## src/rtl/iir_feed_pkg.sv

```systemverilog
// rtl/iir_feed_pkg.sv - shared state encoding and default widths for the IIR sample feeder
package iir_feed_pkg;

  typedef enum logic [1:0] {
    IDLE  = 2'd0,
    PRIME = 2'd1,
    RUN   = 2'd2
  } feed_state_t;

  localparam int DEF_DW = 4;
  localparam int DEF_AW = 4;
  localparam int DEF_CW = 16;

endpackage

```

## src/rtl/iir_sync_fifo.sv

```systemverilog
// rtl/iir_sync_fifo.sv - small synchronous FIFO, no bypass, registered occupancy
module iir_sync_fifo #(
  parameter int DW    = 4,
  parameter int DEPTH = 8
) (
  input  logic                     clk,
  input  logic                     rst_n,
  input  logic                     push,
  input  logic [DW-1:0]            push_data,
  input  logic                     pop,
  output logic [DW-1:0]            pop_data,
  output logic                     full,
  output logic                     empty,
  output logic [$clog2(DEPTH):0]   level
);

  localparam int PW = $clog2(DEPTH);
  localparam int LW = PW + 1;

  logic [DW-1:0] mem [DEPTH];
  logic [PW-1:0] wr_ptr;
  logic [PW-1:0] rd_ptr;
  logic          do_push;
  logic          do_pop;

  // A full FIFO refuses pushes even when a pop happens in the same cycle.
  assign full     = (level == LW'(DEPTH));
  assign empty    = (level == '0);
  assign do_push  = push && !full;
  assign do_pop   = pop && !empty;
  assign pop_data = mem[rd_ptr];

  // Storage array carries no reset; validity is tracked by level.
  always_ff @(posedge clk) begin
    if (do_push) mem[wr_ptr] <= push_data;
  end

  // Pointers and occupancy; pointers wrap naturally since DEPTH is a power of two.
  always_ff @(posedge clk) begin
    if (!rst_n) begin
      wr_ptr <= '0;
      rd_ptr <= '0;
      level  <= '0;
    end else begin
      if (do_push) wr_ptr <= wr_ptr + PW'(1);
      if (do_pop)  rd_ptr <= rd_ptr + PW'(1);
      case ({do_push, do_pop})
        2'b10:   level <= level + LW'(1);
        2'b01:   level <= level - LW'(1);
        default: level <= level;
      endcase
    end
  end

endmodule

```

## src/rtl/iir_sample_feeder.sv

```systemverilog
// rtl/iir_sample_feeder.sv - paced sample/coefficient feeder for the IIR; IIR_SAMPLE_FEEDER_UNDERRUN_CNT_EN adds underrun_cnt
module iir_sample_feeder
  import iir_feed_pkg::*;
#(
  parameter int DW        = DEF_DW,
  parameter int AW        = DEF_AW,
  parameter int DEPTH     = 8,
  parameter int CW        = DEF_CW,
  parameter int PRIME_LVL = 2
) (
  input  logic                    clk,
  input  logic                    rst_n,
  input  logic                    enable,
  input  logic [CW-1:0]           rate_div,
  input  logic                    in_valid,
  output logic                    in_ready,
  input  logic [DW-1:0]           in_data,
  input  logic                    coef_we,
  input  logic [AW-1:0]           coef_din,
  output logic [DW-1:0]           x_out,
  output logic [AW-1:0]           a_out,
  output logic                    x_stb,
  output logic [$clog2(DEPTH):0]  fifo_level,
  output logic                    busy
`ifdef IIR_SAMPLE_FEEDER_UNDERRUN_CNT_EN
  ,
  output logic [7:0]              underrun_cnt
`endif
);

  localparam int LW = $clog2(DEPTH) + 1;

  feed_state_t   state, state_nxt;
  logic [CW-1:0] cnt, cnt_nxt;
  logic [AW-1:0] shadow;
  logic [DW-1:0] head;
  logic          full, empty;
  logic          push, tick, pop, underrun;

  // in_ready is held low while reset is asserted, otherwise it reflects the registered level.
  assign in_ready = rst_n && !full;
  assign push     = in_valid && in_ready;
  assign tick     = (state == RUN) && enable && (cnt == rate_div);
  assign pop      = tick && !empty;
  assign underrun = tick && empty;
  assign busy     = (state != IDLE);

  iir_sync_fifo #(
    .DW    (DW),
    .DEPTH (DEPTH)
  ) u_fifo (
    .clk       (clk),
    .rst_n     (rst_n),
    .push      (push),
    .push_data (in_data),
    .pop       (pop),
    .pop_data  (head),
    .full      (full),
    .empty     (empty),
    .level     (fifo_level)
  );

  // Next state and divider: the counter only runs in RUN and restarts at 0 on every tick or state change.
  always_comb begin
    state_nxt = state;
    cnt_nxt   = '0;
    case (state)
      IDLE:    if (enable) state_nxt = PRIME;
      PRIME: begin
        if (!enable)                             state_nxt = IDLE;
        else if (fifo_level >= LW'(PRIME_LVL))   state_nxt = RUN;
      end
      RUN: begin
        if (!enable)       state_nxt = IDLE;
        else if (underrun) state_nxt = PRIME;
        if (enable && !tick) cnt_nxt = cnt + CW'(1);
      end
      default: state_nxt = IDLE;
    endcase
  end

  // State register and divider counter.
  always_ff @(posedge clk) begin
    if (!rst_n) begin
      state <= IDLE;
      cnt   <= '0;
    end else begin
      state <= state_nxt;
      cnt   <= cnt_nxt;
    end
  end

  // Coefficient shadow and output registers; a_out only moves together with a strobe.
  always_ff @(posedge clk) begin
    if (!rst_n) begin
      shadow <= '0;
      x_out  <= '0;
      a_out  <= '0;
      x_stb  <= 1'b0;
    end else begin
      if (coef_we) shadow <= coef_din;
      x_stb <= pop;
      if (pop) begin
        x_out <= head;
        a_out <= shadow;
      end
    end
  end

`ifdef IIR_SAMPLE_FEEDER_UNDERRUN_CNT_EN
  // Saturating count of ticks that found the FIFO empty; only reset clears it.
  always_ff @(posedge clk) begin
    if (!rst_n)                             underrun_cnt <= '0;
    else if (underrun && underrun_cnt != 8'hFF) underrun_cnt <= underrun_cnt + 8'd1;
  end
`endif

endmodule

```

## config.mk

```make
export PLATFORM = sky130hd
export DESIGN_NAME = iir_sample_feeder
export DESIGN_NICKNAME = d
export VERILOG_FILES = /design/src/rtl/iir_feed_pkg.sv /design/src/rtl/iir_sync_fifo.sv /design/src/rtl/iir_sample_feeder.sv
export SDC_FILE = /design/constraint.sdc
export NUM_CORES = 1
export LEC_CHECK = 0
export ABC_AREA = 1
export CAP_MARGIN = 40
export CORE_MARGIN = 2
export CORE_UTILIZATION = 45
export CTS_CLUSTER_DIAMETER = 150
export CTS_CLUSTER_SIZE = 40
export DETAILED_ROUTE_END_ITERATION = 16
export PLACE_DENSITY = 0.67
export SYNTH_ARGS = -nofsm -noshare
export SYNTH_HDL_FRONTEND = slang
export SYNTH_SLANG_ARGS = --single-unit
```

## constraint.sdc

```tcl
create_clock -name clk -period 3.65 [get_ports clk]
set_input_delay 0.365 -clock clk [delete_from_list [all_inputs] [get_ports clk]]
set_output_delay 0.365 -clock clk [all_outputs]
set_load 0.1 [all_outputs]
```

==> flow_metrics.env <==
export IMPL_drv_cap=0
export IMPL_cp_required_ns=3.88
export IMPL_ios=44
export IMPL_intPower_mw=1.244
export IMPL_grt_pass1_vias=2732
export IMPL_cp_end_kind="flip-flop"
export IMPL_cts_sinks=73
export IMPL_syn_num_nets=494
export IMPL_start_util=0.4628
export IMPL_swShare=0.2390
export IMPL_synth_top_area_cell="edfxtp_1"
export IMPL_clkSlewWorstSetupHoldPaths_ns=0.08
export IMPL_grt_usage=0.1813
export IMPL_cp_max_fo=18
export IMPL_ys_seq_area_frac=0.4983
export IMPL_synth_area_top_cells="edfxtp_1, dfxtp_1, nand2_1, nor2_1, inv_1"
export IMPL_syn_to_final_growth_pct=26.63
export IMPL_fp_coreArea_um2=7727
export IMPL_synth_top_area_share=0.2687
export IMPL_power_share_clock=0.370
export IMPL_syn_area_per_cell_um2=7.808
export IMPL_p_leak_nw=1.853
export IMPL_grt_max_degree=22
export IMPL_hold_violations=0
export IMPL_gp_congestion=0.8052
export IMPL_crit_slowest_cell="clkdlybuf4s50_1"
export IMPL_routed_wl_um=7237
export IMPL_routed_via_density=4.702
export IMPL_drt_iter0_drc=173
export IMPL_chipHeight_um=93.15
export IMPL_worstSetupPathType="primary input to flip-flop"
export IMPL_net_switching_power_mw=0.3905
export IMPL_clk_latency_ns=0.34
export IMPL_crit_chain="clkdlybuf4s50_1 > nand2_1 > nor2_2 > inv_1 > nor2_2 > nand3_4 > inv_1 > ha_1 > ha_1 > a21oi_1 > nand2_1 > a21oi_1 > o21ai_0 > o21ai_0 > a21oi_1"
export IMPL_ys_types=28
export IMPL_vdd_ir_drop_max_mv=0.2581
export IMPL_stdcell_area_um2=4528
export IMPL_slew_headroom=0.6070
export IMPL_clockBufferDepth=2
export IMPL_min_period_ns=2.888
export IMPL_cts_max_level=3
export IMPL_final_nets=556
export IMPL_hp_class="flip-flop to flip-flop"
export IMPL_clock_fmax_mhz=346.2
export IMPL_yosysWarningCount=0
export IMPL_die_x_um=93.15
export IMPL_crit_top_cell="a21oi_1"
export IMPL_startpoint_type="primary input"
export IMPL_drv_slew=0
export IMPL_finalClockSkew_ns=0.007040
export IMPL_synth_common_cells="nand2_1, nor2_1, inv_1"
export IMPL_place_area_um2=4340
export IMPL_ant_nets=0
export IMPL_synth_area_um2=3576
export IMPL_finalSetupTns_ns=0
export IMPL_cts_setup_buffers=0
export IMPL_num_antenna_cells=0
export IMPL_synth_cells=458
export IMPL_grt_setup_unrepaired="false"
export IMPL_worstPathArrival_ns=3.12
export IMPL_power_frac_comb=0.097
export IMPL_ys_seq_elements=73
export IMPL_synth_edff_count=32
export IMPL_grt_pass1_wl_um=12280
export IMPL_setup_viol=0
export IMPL_cts_hold_buf=0
export IMPL_antenna_found_initial=0
export IMPL_async_reset_ff_frac=0
export IMPL_fp_row_count=32
export IMPL_cts_tree="done"
export IMPL_critPathBufInv=3
export IMPL_powerDensity_nw_per_um2=360.9
export IMPL_grt_ovfl_total=0
export IMPL_detail_route_wl_per_cell_um=11.54
export IMPL_yosysMostFrequentCell="nand2_1"
export IMPL_cts_buffers=9
export IMPL_post_route_period_util=0.7913
export IMPL_slowest_delay_ns=0.48
export IMPL_post_cts_resized=0
export IMPL_dpl_hpwl_um=5408
export IMPL_remaining_drc_errors=0
export IMPL_dr_pass1_iters=4
export IMPL_synth_flop_cell="dfxtp_1"
export IMPL_port_buffers=43
export IMPL_vias=2948
export IMPL_status="finished clean"
export IMPL_tightest_slew_ns=0.5888
export IMPL_die_area_um2=8676
export IMPL_critPathTopFamily="simple AND/OR/NAND/NOR gates"
export IMPL_seqPwrFrac=0.533
export IMPL_layout_drive_gt1_share=0.09905
export IMPL_clockRootBuffer="clkbuf_8"
==> final cells by class <==
type                    instances  area, um^2
fillers                       694        3199
clock buffers                  10       127.6
repair buffers                 58       670.6
clock inverters                 6       60.06
multi-input cells             301        1471
well taps                     102       127.6
inverters                      77       289.0
flip-flops and latches         73        1782
==> sequential cells by signal, summed over array words and instances (netlist names) <==
name and cells:
u_fifo.mem 32, cnt 16, a_out 4, shadow 4, u_fifo.level 4, x_out 4
u_fifo.rd_ptr 3, u_fifo.wr_ptr 3, state 2, x_stb 1
==> per-layer routing <==
metal | part of all wire | up-vias | global-route usage
met4 | 0.0057 | 0 | 0.06740
met2 | 0.49 | 73 | 0.3092
met5 | 0 | - | 0
met3 | 0.049 | 4 | 0.04110
li1 | - | 1566 | -
met1 | 0.45 | 1305 | 0.2248
==> cells in the final DEF (no fill, tap or decap), types with 2 or more instances in the layout <==
cell type / netlist / layout
nor2_1: 79 / 79
buf_16: 0 / 2
ha_1: 6 / 6
clkbuf_8: 0 / 9
buf_8: 0 / 12
clkdlybuf4s50_1: 0 / 42
clkinv_2: 0 / 2
xor2_1: 7 / 7
nor2_2: 6 / 6
a21oi_1: 16 / 16
nand4_1: 4 / 4
nand3_1: 10 / 10
xnor2_1: 6 / 6
inv_2: 4 / 4
o221ai_1: 8 / 8
nand2_2: 7 / 7
nor3_1: 4 / 4
edfxtp_1: 32 / 32
nand2_1: 111 / 111
dfxtp_1: 41 / 41
inv_1: 73 / 73
o21ai_0: 29 / 29
buf_4: 1 / 2
==> final timing paths <==
kind / start / endpoint / slack [ns] / cells after the start
setup reg to reg: cnt[7] / u_fifo.level[3] / 0.90 / 16
hold reg to reg: shadow[0] / a_out[0] / 0.49 / 2
hold / removal: shadow[0] / a_out[0] / 0.49 / 2
setup / recovery: enable / u_fifo.level[3] / 0.76 / 15
==> tightest hold or removal path: stages, from the launching register on <==
cell and delay, ns:
dfxtp_1 0.31, nor2_1 0.10, nor2_1 0.05
==> metrics by stage <==
stage	power (mW)	hold slack [ns]	setup slack, ns	util	std cells
floorplan	0.9777	0.4495	0.1102	-	458
global placement	1.036	0.4716	0.5454	0.5313	597
detailed placement	1.049	0.4785	0.3902	0.5617	611
CTS	1.651	0.4935	0.7579	0.5860	627
global route	1.704	0.5072	0.4917	0.5860	627
finish	1.634	0.4929	0.7617	0.5860	627
==> power groups by stage <==
| stage | clock network, mW | registers, mW | logic (mW) |
|---|---|---|---|
| after detailed placement | 0 | 0.890 | 0.159 |
| after global routing | 0.657 | 0.872 | 0.175 |
| after floorplan | 0 | 0.905 | 0.0727 |
| after global placement | 0 | 0.890 | 0.146 |
| after CTS | 0.620 | 0.871 | 0.160 |
| final | 0.605 | 0.871 | 0.159 |
==> kinds of logic after synthesis <==
| group | share of synthesized area |
|---|---|
| AO/OA/AOI/OAI | 0.08747 |
| flip-flops | 0.4983 |
| XOR/XNOR | 0.03184 |
| AND/OR/NAND/NOR | 0.2614 |
| buffers and inverters | 0.09447 |
| adder cells (fa/ha/maj) | 0.02659 |
Power figures use the tool's default switching activity.
